==> src/rtl/ram_read_arbiter.sv <==
// Round-robin read arbiter sharing one registered-output RAM read port
// among C_REQ_NUM requesters, with a single outstanding response slot.
module ram_read_arbiter #(
    parameter int unsigned C_DATA_WIDTH    = 8,
    parameter int unsigned C_ADDRESS_WIDTH = 8,
    parameter int unsigned C_REQ_NUM       = 4
) (
    input  logic                                 clk,
    input  logic                                 reset,
    input  logic                                 arb_en,
    input  logic [C_REQ_NUM-1:0]                 req_valid,
    input  logic [C_REQ_NUM*C_ADDRESS_WIDTH-1:0] req_addr,
    output logic [C_REQ_NUM-1:0]                 req_ready,
    output logic [C_REQ_NUM-1:0]                 rsp_valid,
    input  logic [C_REQ_NUM-1:0]                 rsp_ready,
    output logic [C_DATA_WIDTH-1:0]              rsp_data,
    output logic                                 ram_re,
    output logic [C_ADDRESS_WIDTH-1:0]           ram_addr,
    input  logic [C_DATA_WIDTH-1:0]              ram_q
);

    localparam int unsigned ID_W    = (C_REQ_NUM > 1) ? $clog2(C_REQ_NUM) : 1;
    localparam int unsigned LAST_ID = C_REQ_NUM - 1;

    logic            pend_q, pend_d;
    logic [ID_W-1:0] pend_id_q, pend_id_d;
    logic [ID_W-1:0] rr_ptr_q, rr_ptr_d;

    logic            gnt_found;
    logic [ID_W-1:0] gnt_id;
    logic            drain;
    logic            can_issue;
    logic            grant;

    // Rotating priority search starting at rr_ptr.
    always_comb begin
        int unsigned idx;
        gnt_found = 1'b0;
        gnt_id    = '0;
        idx       = 0;
        for (int unsigned k = 0; k < C_REQ_NUM; k++) begin
            idx = 32'(rr_ptr_q) + k;
            if (idx >= C_REQ_NUM) begin
                idx = idx - C_REQ_NUM;
            end
            if (!gnt_found && req_valid[idx[ID_W-1:0]]) begin
                gnt_found = 1'b1;
                gnt_id    = idx[ID_W-1:0];
            end
        end
    end

    // Issue gating: the single response slot must be free or draining this cycle.
    always_comb begin
        drain     = pend_q & rsp_ready[pend_id_q];
        can_issue = arb_en & (~pend_q | drain) & ~reset;
        grant     = can_issue & gnt_found;
    end

    // Request-side handshake and RAM port drive.
    always_comb begin
        req_ready = '0;
        ram_re    = 1'b0;
        ram_addr  = '0;
        if (grant) begin
            req_ready = C_REQ_NUM'(1) << gnt_id;
            ram_re    = 1'b1;
            ram_addr  = req_addr[gnt_id*C_ADDRESS_WIDTH +: C_ADDRESS_WIDTH];
        end
    end

    // Response side: the RAM holds its output until the next read, so no data register.
    always_comb begin
        rsp_valid = '0;
        if (pend_q) begin
            rsp_valid = C_REQ_NUM'(1) << pend_id_q;
        end
        rsp_data = ram_q;
    end

    // Next-state for the pending slot and round-robin pointer.
    always_comb begin
        pend_d    = pend_q;
        pend_id_d = pend_id_q;
        rr_ptr_d  = rr_ptr_q;
        if (grant) begin
            pend_d    = 1'b1;
            pend_id_d = gnt_id;
            rr_ptr_d  = (gnt_id == ID_W'(LAST_ID)) ? '0 : gnt_id + ID_W'(1);
        end else if (drain) begin
            pend_d = 1'b0;
        end
    end

    // State registers; reset drops any in-flight response.
    always_ff @(posedge clk or posedge reset) begin
        if (reset) begin
            pend_q    <= 1'b0;
            pend_id_q <= '0;
            rr_ptr_q  <= '0;
        end else begin
            pend_q    <= pend_d;
            pend_id_q <= pend_id_d;
            rr_ptr_q  <= rr_ptr_d;
        end
    end

endmodule
==> config.mk <==
export PLATFORM = sky130hd
export DESIGN_NAME = ram_read_arbiter
export DESIGN_NICKNAME = d
export VERILOG_FILES = /design/src/rtl/ram_read_arbiter.sv
export SDC_FILE = /design/constraint.sdc
export NUM_CORES = 1
export LEC_CHECK = 0
export BUFFER_PORTS_ARGS = -buffer_cell sky130_fd_sc_hd__clkbuf_2
export CORE_UTILIZATION = 38
export CTS_CLUSTER_SIZE = 24
export DETAILED_ROUTE_END_ITERATION = 7
export GPL_ROUTABILITY_DRIVEN = 0
export GPL_TIMING_DRIVEN = 0
export MAX_ROUTING_LAYER = met4
export PLACE_DENSITY_LB_ADDON = 0.1
export RECOVER_POWER = 25
export SETUP_SLACK_MARGIN = 0.1
export SKIP_CTS_REPAIR_TIMING = 1
export SYNTH_ARGS = -nofsm -noshare
export SYNTH_HDL_FRONTEND = slang
export SYNTH_SLANG_ARGS = --single-unit
==> constraint.sdc <==
create_clock -name clk -period 4.75 [get_ports clk]
set_clock_uncertainty 0.15 [all_clocks]
set_input_delay 0 -clock clk [delete_from_list [all_inputs] [get_ports clk]]
set_output_delay 0 -clock clk [all_outputs]
set_load 0.005 [all_outputs]
# ---- After elaboration in Yosys (flattened, before gate mapping)
# Index checks and enable logic that the tools add are counted.
dict set report classes {
  order_cmp 9
  reduce_logical 7
  n_eq_ne 1
  add_sub_neg 8
  shift 3
  n_mux 29
  n_bitwise 7
}
# operator n
set op_table {}
lappend op_table {{$shiftx A32 B6 Y8} 1}
lappend op_table {{$mux W2} 9}
lappend op_table {{$lt A2 B3 Y1 const B} 5}
lappend op_table {{$mux W1} 12}
lappend op_table {{$bmux W1 S2} 5}
lappend op_table {{$ge A3 B3 Y1 const B} 3}
lappend op_table {{$mux W4} 2}
lappend op_table {{$mux W8} 1}
lappend op_table {{$shl A1 B2 Y4 const A} 2}
lappend op_table {{$sub A2 B1 Y2 const B} 4}
lappend op_table {{$add A2 B2 Y3 const B} 2}
lappend op_table {{$and A1 B1 Y1} 4}
lappend op_table {{$add A2 B1 Y3 const B} 1}
lappend op_table {{$ge A2 B3 Y1 const B} 1}
lappend op_table {{$logic_and A1 B1 Y1} 3}
lappend op_table {{$logic_not A1 Y1} 3}
lappend op_table {{$add A2 B1 Y2 const B} 1}
lappend op_table {{$eq A2 B2 Y1 const B} 1}
lappend op_table {{$not A1 Y1} 2}
lappend op_table {{$reduce_bool A2 Y1} 1}
lappend op_table {{$or A1 B1 Y1} 1}
dict set report word_totals {
  input_bits 51
  wordCells 67
  register_bits 5
}

# ---- Depth between registers and ports, before layout
dict set report logic_depth {
  word_depth 16
  depth_mapped 8
  depth_no_buf 6
}

# ---- Worst setup path before layout
# Ideal clock, no wire load.
dict set report synth_timing {
  path_type {register -> register}
  start {reg rr_ptr_q[1]}
  end {reg rr_ptr_q[1]}
  path_buffers 2
  path_stages_with_launch 8
  t_arrival_ns 1.677
  synth_period_minus_slack_ns 1.952
  slack_ns 2.798
  setup_ns 0.125
  cell_sequence {dfrtp_1 -> a21oi_1 -> o21ai_0 -> o2bb2a_1 -> buf_4 -> buf_4 -> ha_1 -> mux2_4}
}
dict set report synth_between {
  elab_chain_len 16
  elab_cells_between_ends 41
  cone_classes {8 x add/sub; 4 x order compare; 1 x eq/ne; 21 x mux; 1 x bitwise; 6 x reduce/logical}
}
# element line_no
set synth_lines {}
lappend synth_lines {{start, declared} 27} ;# logic [ID_W-1:0] rr_ptr_q, rr_ptr_d;
lappend synth_lines {{start signal, assigned} 104} ;# rr_ptr_q <= rr_ptr_d;
lappend synth_lines {{branches (longest 13 deep; another with $add A2 B1 Y3)} n/a}
lappend synth_lines {{$mux W2 (*)} 46} ;# if (!gnt_found && req_valid[idx[ID_W-1:0]]) begin
lappend synth_lines {{net gnt_id[1]} 30} ;# logic [ID_W-1:0] gnt_id;
lappend synth_lines {{$add A2 B1 Y2 / $eq A2 B2 Y1 (equally long branches)} 89} ;# rr_ptr_d = (gnt_id == ID_W'(LAST_ID)) ? '0 : gnt_id + ID_W'(1);
lappend synth_lines {{$mux W2 (*)} 89}
# Mark *: on every way through the listed nets, which the timed path passes. The select of a mux whose other input is x is not followed.
# A chain may end at the register's enable or synchronous reset.

# ---- Worst setup path after layout
dict set report layout_timing {
  start {reg rr_ptr_q[1]}
  end {out req_ready[1]}
}
dict set report layout_between {
  elab_chain_len 16
  elab_cells_between_ends 40
  cone_classes {7 x add/sub; 4 x order compare; 1 x shift; 21 x mux; 1 x bitwise; 6 x reduce/logical}
}
# element line_no
set layout_lines {}
lappend layout_lines {{branches (longest 13 deep; another with $add A2 B1 Y3)} n/a}
lappend layout_lines {{$mux W2 (*)} 46}
lappend layout_lines {{net gnt_id[1]} 30}
lappend layout_lines {{$shl A1 B2 Y4 (*)} 66} ;# req_ready = C_REQ_NUM'(1) << gnt_id;
lappend layout_lines {{$mux W4 (*)} 65} ;# if (grant) begin
lappend layout_lines {{end, declared} 13} ;# output logic [C_REQ_NUM-1:0] req_ready,
# Marked as above.

==> impl_metrics.py <==
metrics = {
    "logic_synthesis": {
        "synthXorXnorAreaFrac_pct": 0,
        "avgSynthCellArea_um2": 9.10,
        "synth_area_leaders": "mux2i_1 23%, dfrtp_1 17%, buf_4 10%, ha_1 6.8%, o22ai_1 6.8%",
        "syn_nets": 136,
        "synth-simple-area-share_pct": 19.2,
        "post-synth-top-count-cell": "mux2i_1",
        "yosys.area.top_type": "mux2i_1",
        "synthAdderAreaFrac_pct": 6.79,
        "synth.distinct_cells": 27,
        "synth_area_um2": 737,
        "synth_common_cells": "17 x mux2i_1, 10 x buf_4, 8 x o22ai_1",
        "async_flop_share_pct": 100,
        "yosys_register_bits": 5,
        "synth_top_area_share_pct": 23.1,
        "synth_mux_area_share_pct": 29.7,
        "yosysSeqAreaShare_pct": 17.0,
        "synth_flop_cell": "dfrtp_1",
        "synth_compound_area_share_pct": 12.6,
        "yosys_warnings": 0,
        "synth_edf_count": 0,
        "synth_top_family_by_area": "multiplexers",
        "synth_cells": 81,
    },
    "grt": {
        "gr-usage-met3_pct": 2.38,
        "antenna_found_initial": 0,
        "grt_pass1_vias": 761,
        "use_met2_pct": 34.4,
        "grt-busiest-layer": "met2",
        "grt.total_usage_pct": 19.5,
        "grtUsageMet1_pct": 23.0,
        "grt_pass1_wl_um": 2950,
        "grt_overflow": 0,
        "grt_max_degree": 12,
    },
    "setup_path": {
        "worstPathRequired_ns": 4.60,
        "critPathKind": "register to output pin",
        "crit_path_end_kind": "output pin",
        "crit_path_start_kind": "register",
        "arrival_ns": 2.06,
        "crit_fanout": 11,
    },
    "cells_and_area": {
        "layout-drive-gt1-share_pct": 54.5,
        "nets": 210,
        "diodes": 0,
        "area_growth_pct": 55.2,
    },
    "clock_tree": {
        "insertion_delay_ns": 0.24,
        "path_clk_slew_ns": 0.04,
        "cts_max_level": 1,
        "cts_tree": "built",
        "cts.sinks": 5,
        "cts-root-buf": "clkbuf_4",
        "clock_path_buffers": 2,
        "cts_buffers": 3,
    },
    "sta": {
        "hold_violations": 0,
        "grt_setup_unrepaired": "false",
        "fin_crit_ns": 2.21,
        "finalMaxSlewViolations": 0,
        "slew_headroom_pct": 83.9,
        "setup_tns_ns": 0,
        "tightest_slew_ns": 0.242,
        "fin_crit_sh_pct": 46.6,
        "setup_viol": 0,
        "max_freq_ghz": 0.452,
    },
    "die": {
        "core_um2": 1760,
        "initial_utilization_pct": 41.8,
        "die_width_um": 46.0,
        "num_rows": 15,
        "dieHeight_um": 46.0,
        "die_area_um2": 2120,
        "io_pins": 76,
    },
    "route": {
        "wl_um": 2020,
        "avgRoutedWirePerCell_um": 11.3,
        "vias": 864,
        "drt-pass1-iter-count": 4,
        "vias_per_cell": 4.83,
        "postRouteAntennaNets": 0,
        "drcViolationCount": 0,
        "drt_iter0_drc": 16,
    },
    "pwr": {
        "power.density_nw_per_um2": 330,
        "p_leak_nw": 0.684,
        "vdd_drop_max_mv": 0.177,
        "total_power_w": 0.000377,
    },
    "status": {
        "status": "finished, final reports clean",
    },
    "place": {
        "hpwlAfterDp_um": 1700,
        "io_buffers": 67,
    },
    "flow_run": {
        "cap_violations": 0,
    },
    "worst_hold_path": {
        "worst_hold_path_type": "input pin to output pin",
    },
}
## power by group
part | leakage, nW | total [W] | switching (W) | internal [W]
Clock | 0.0150 | 0.0000495 | 0.0000177 | 0.0000318
Sequential | 0.0593 | 0.0000904 | 0.0000276 | 0.0000628
Combinational | 0.609 | 0.000237 | 0.000102 | 0.000135
## worst max-delay path, stage by stage, from the launching register on
cell	delay, ns
dfrtp_1	0.43
a21oi_1	0.16
o21ai_0	0.08
o2bb2a_1	0.23
buf_4	0.20
buf_4	0.24
inv_1	0.09
ha_1	0.17
and2_1	0.13
clkbuf_2	0.10
## cell usage in the layout (no fill, tap or decap), types with 2 or more instances in the layout
| cell | instances |
|---|---|
| buf_4 | 7 |
| dlygate4sd3_1 | 2 |
| clkbuf_4 | 6 |
| ha_1 | 4 |
| clkbuf_1 | 6 |
| inv_1 | 6 |
| nand2_1 | 2 |
| clkbuf_2 | 62 |
| and2_1 | 4 |
| dfrtp_1 | 5 |
| o21ai_0 | 2 |
| nor2_1 | 2 |
| and3_1 | 3 |
| o22ai_1 | 8 |
| a21oi_1 | 3 |
| mux2i_1 | 17 |
## logic make-up (layout without fill, tap and decap cells)
group	Yosys count	after routing
multiplexers	20	20
buffers and inverters	17	90
AND/OR/NAND/NOR	20	20
flip-flops	5	5
AO/OA/AOI/OAI	15	15
adder cells (fa/ha/maj)	4	4
## registers in the layout (all words and copies together), names as in the netlist
register / flops
pend_id_q: 2
pend_q: 1
rr_ptr_q: 2
## final cells by class
cell class / instances / area (um^2)
buffer: 11 / 86.3
fill: 174 / 621
sequential: 5 / 125
inverter: 6 / 22.5
timing repair buffer: 69 / 349
multi-input combinational: 59 / 503
tap: 25 / 31.3
clock buffer: 4 / 26.3
## path summary, 6_finish.rpt
kind | start | cells after the start | slack, ns | to
setup / recovery | rr_ptr_q[1] | 9 | 2.54 | req_ready[1]
hold / removal | ram_q[4] | 2 | 0.02 | rsp_data[4]
setup reg to reg | rr_ptr_q[1] | 7 | 2.64 | rr_ptr_q[1]
hold reg to reg | rr_ptr_q[0] | 1 | 0.38 | rr_ptr_q[0]
max in group asynchronous | reset | 3 | 4.19 | rr_ptr_q[0]
min in group asynchronous | reset | 3 | 0.06 | pend_q
## per-stage QoR
step                utilization [%]  hold slack (ns)  worst slack [ns]  instances  area (um^2)
finish                         64.8           0.0174              2.54        179         1140
global route                   64.8           0.0383              2.37        179         1140
CTS                            64.0           -0.494              2.51        177         1130
detailed placement             62.6           -0.236              2.64        173         1100
global placement               62.6           -0.253              2.66        173         1100
floorplan                         -           -0.356              2.80         81          737
## per-layer routing
metal,wire [um],vias up
met5,0,-
met4,0,0
met3,116,0
met2,1060,45
met1,843,383
li1,-,436
No activity file was read; power rests on OpenSTA's default activity.
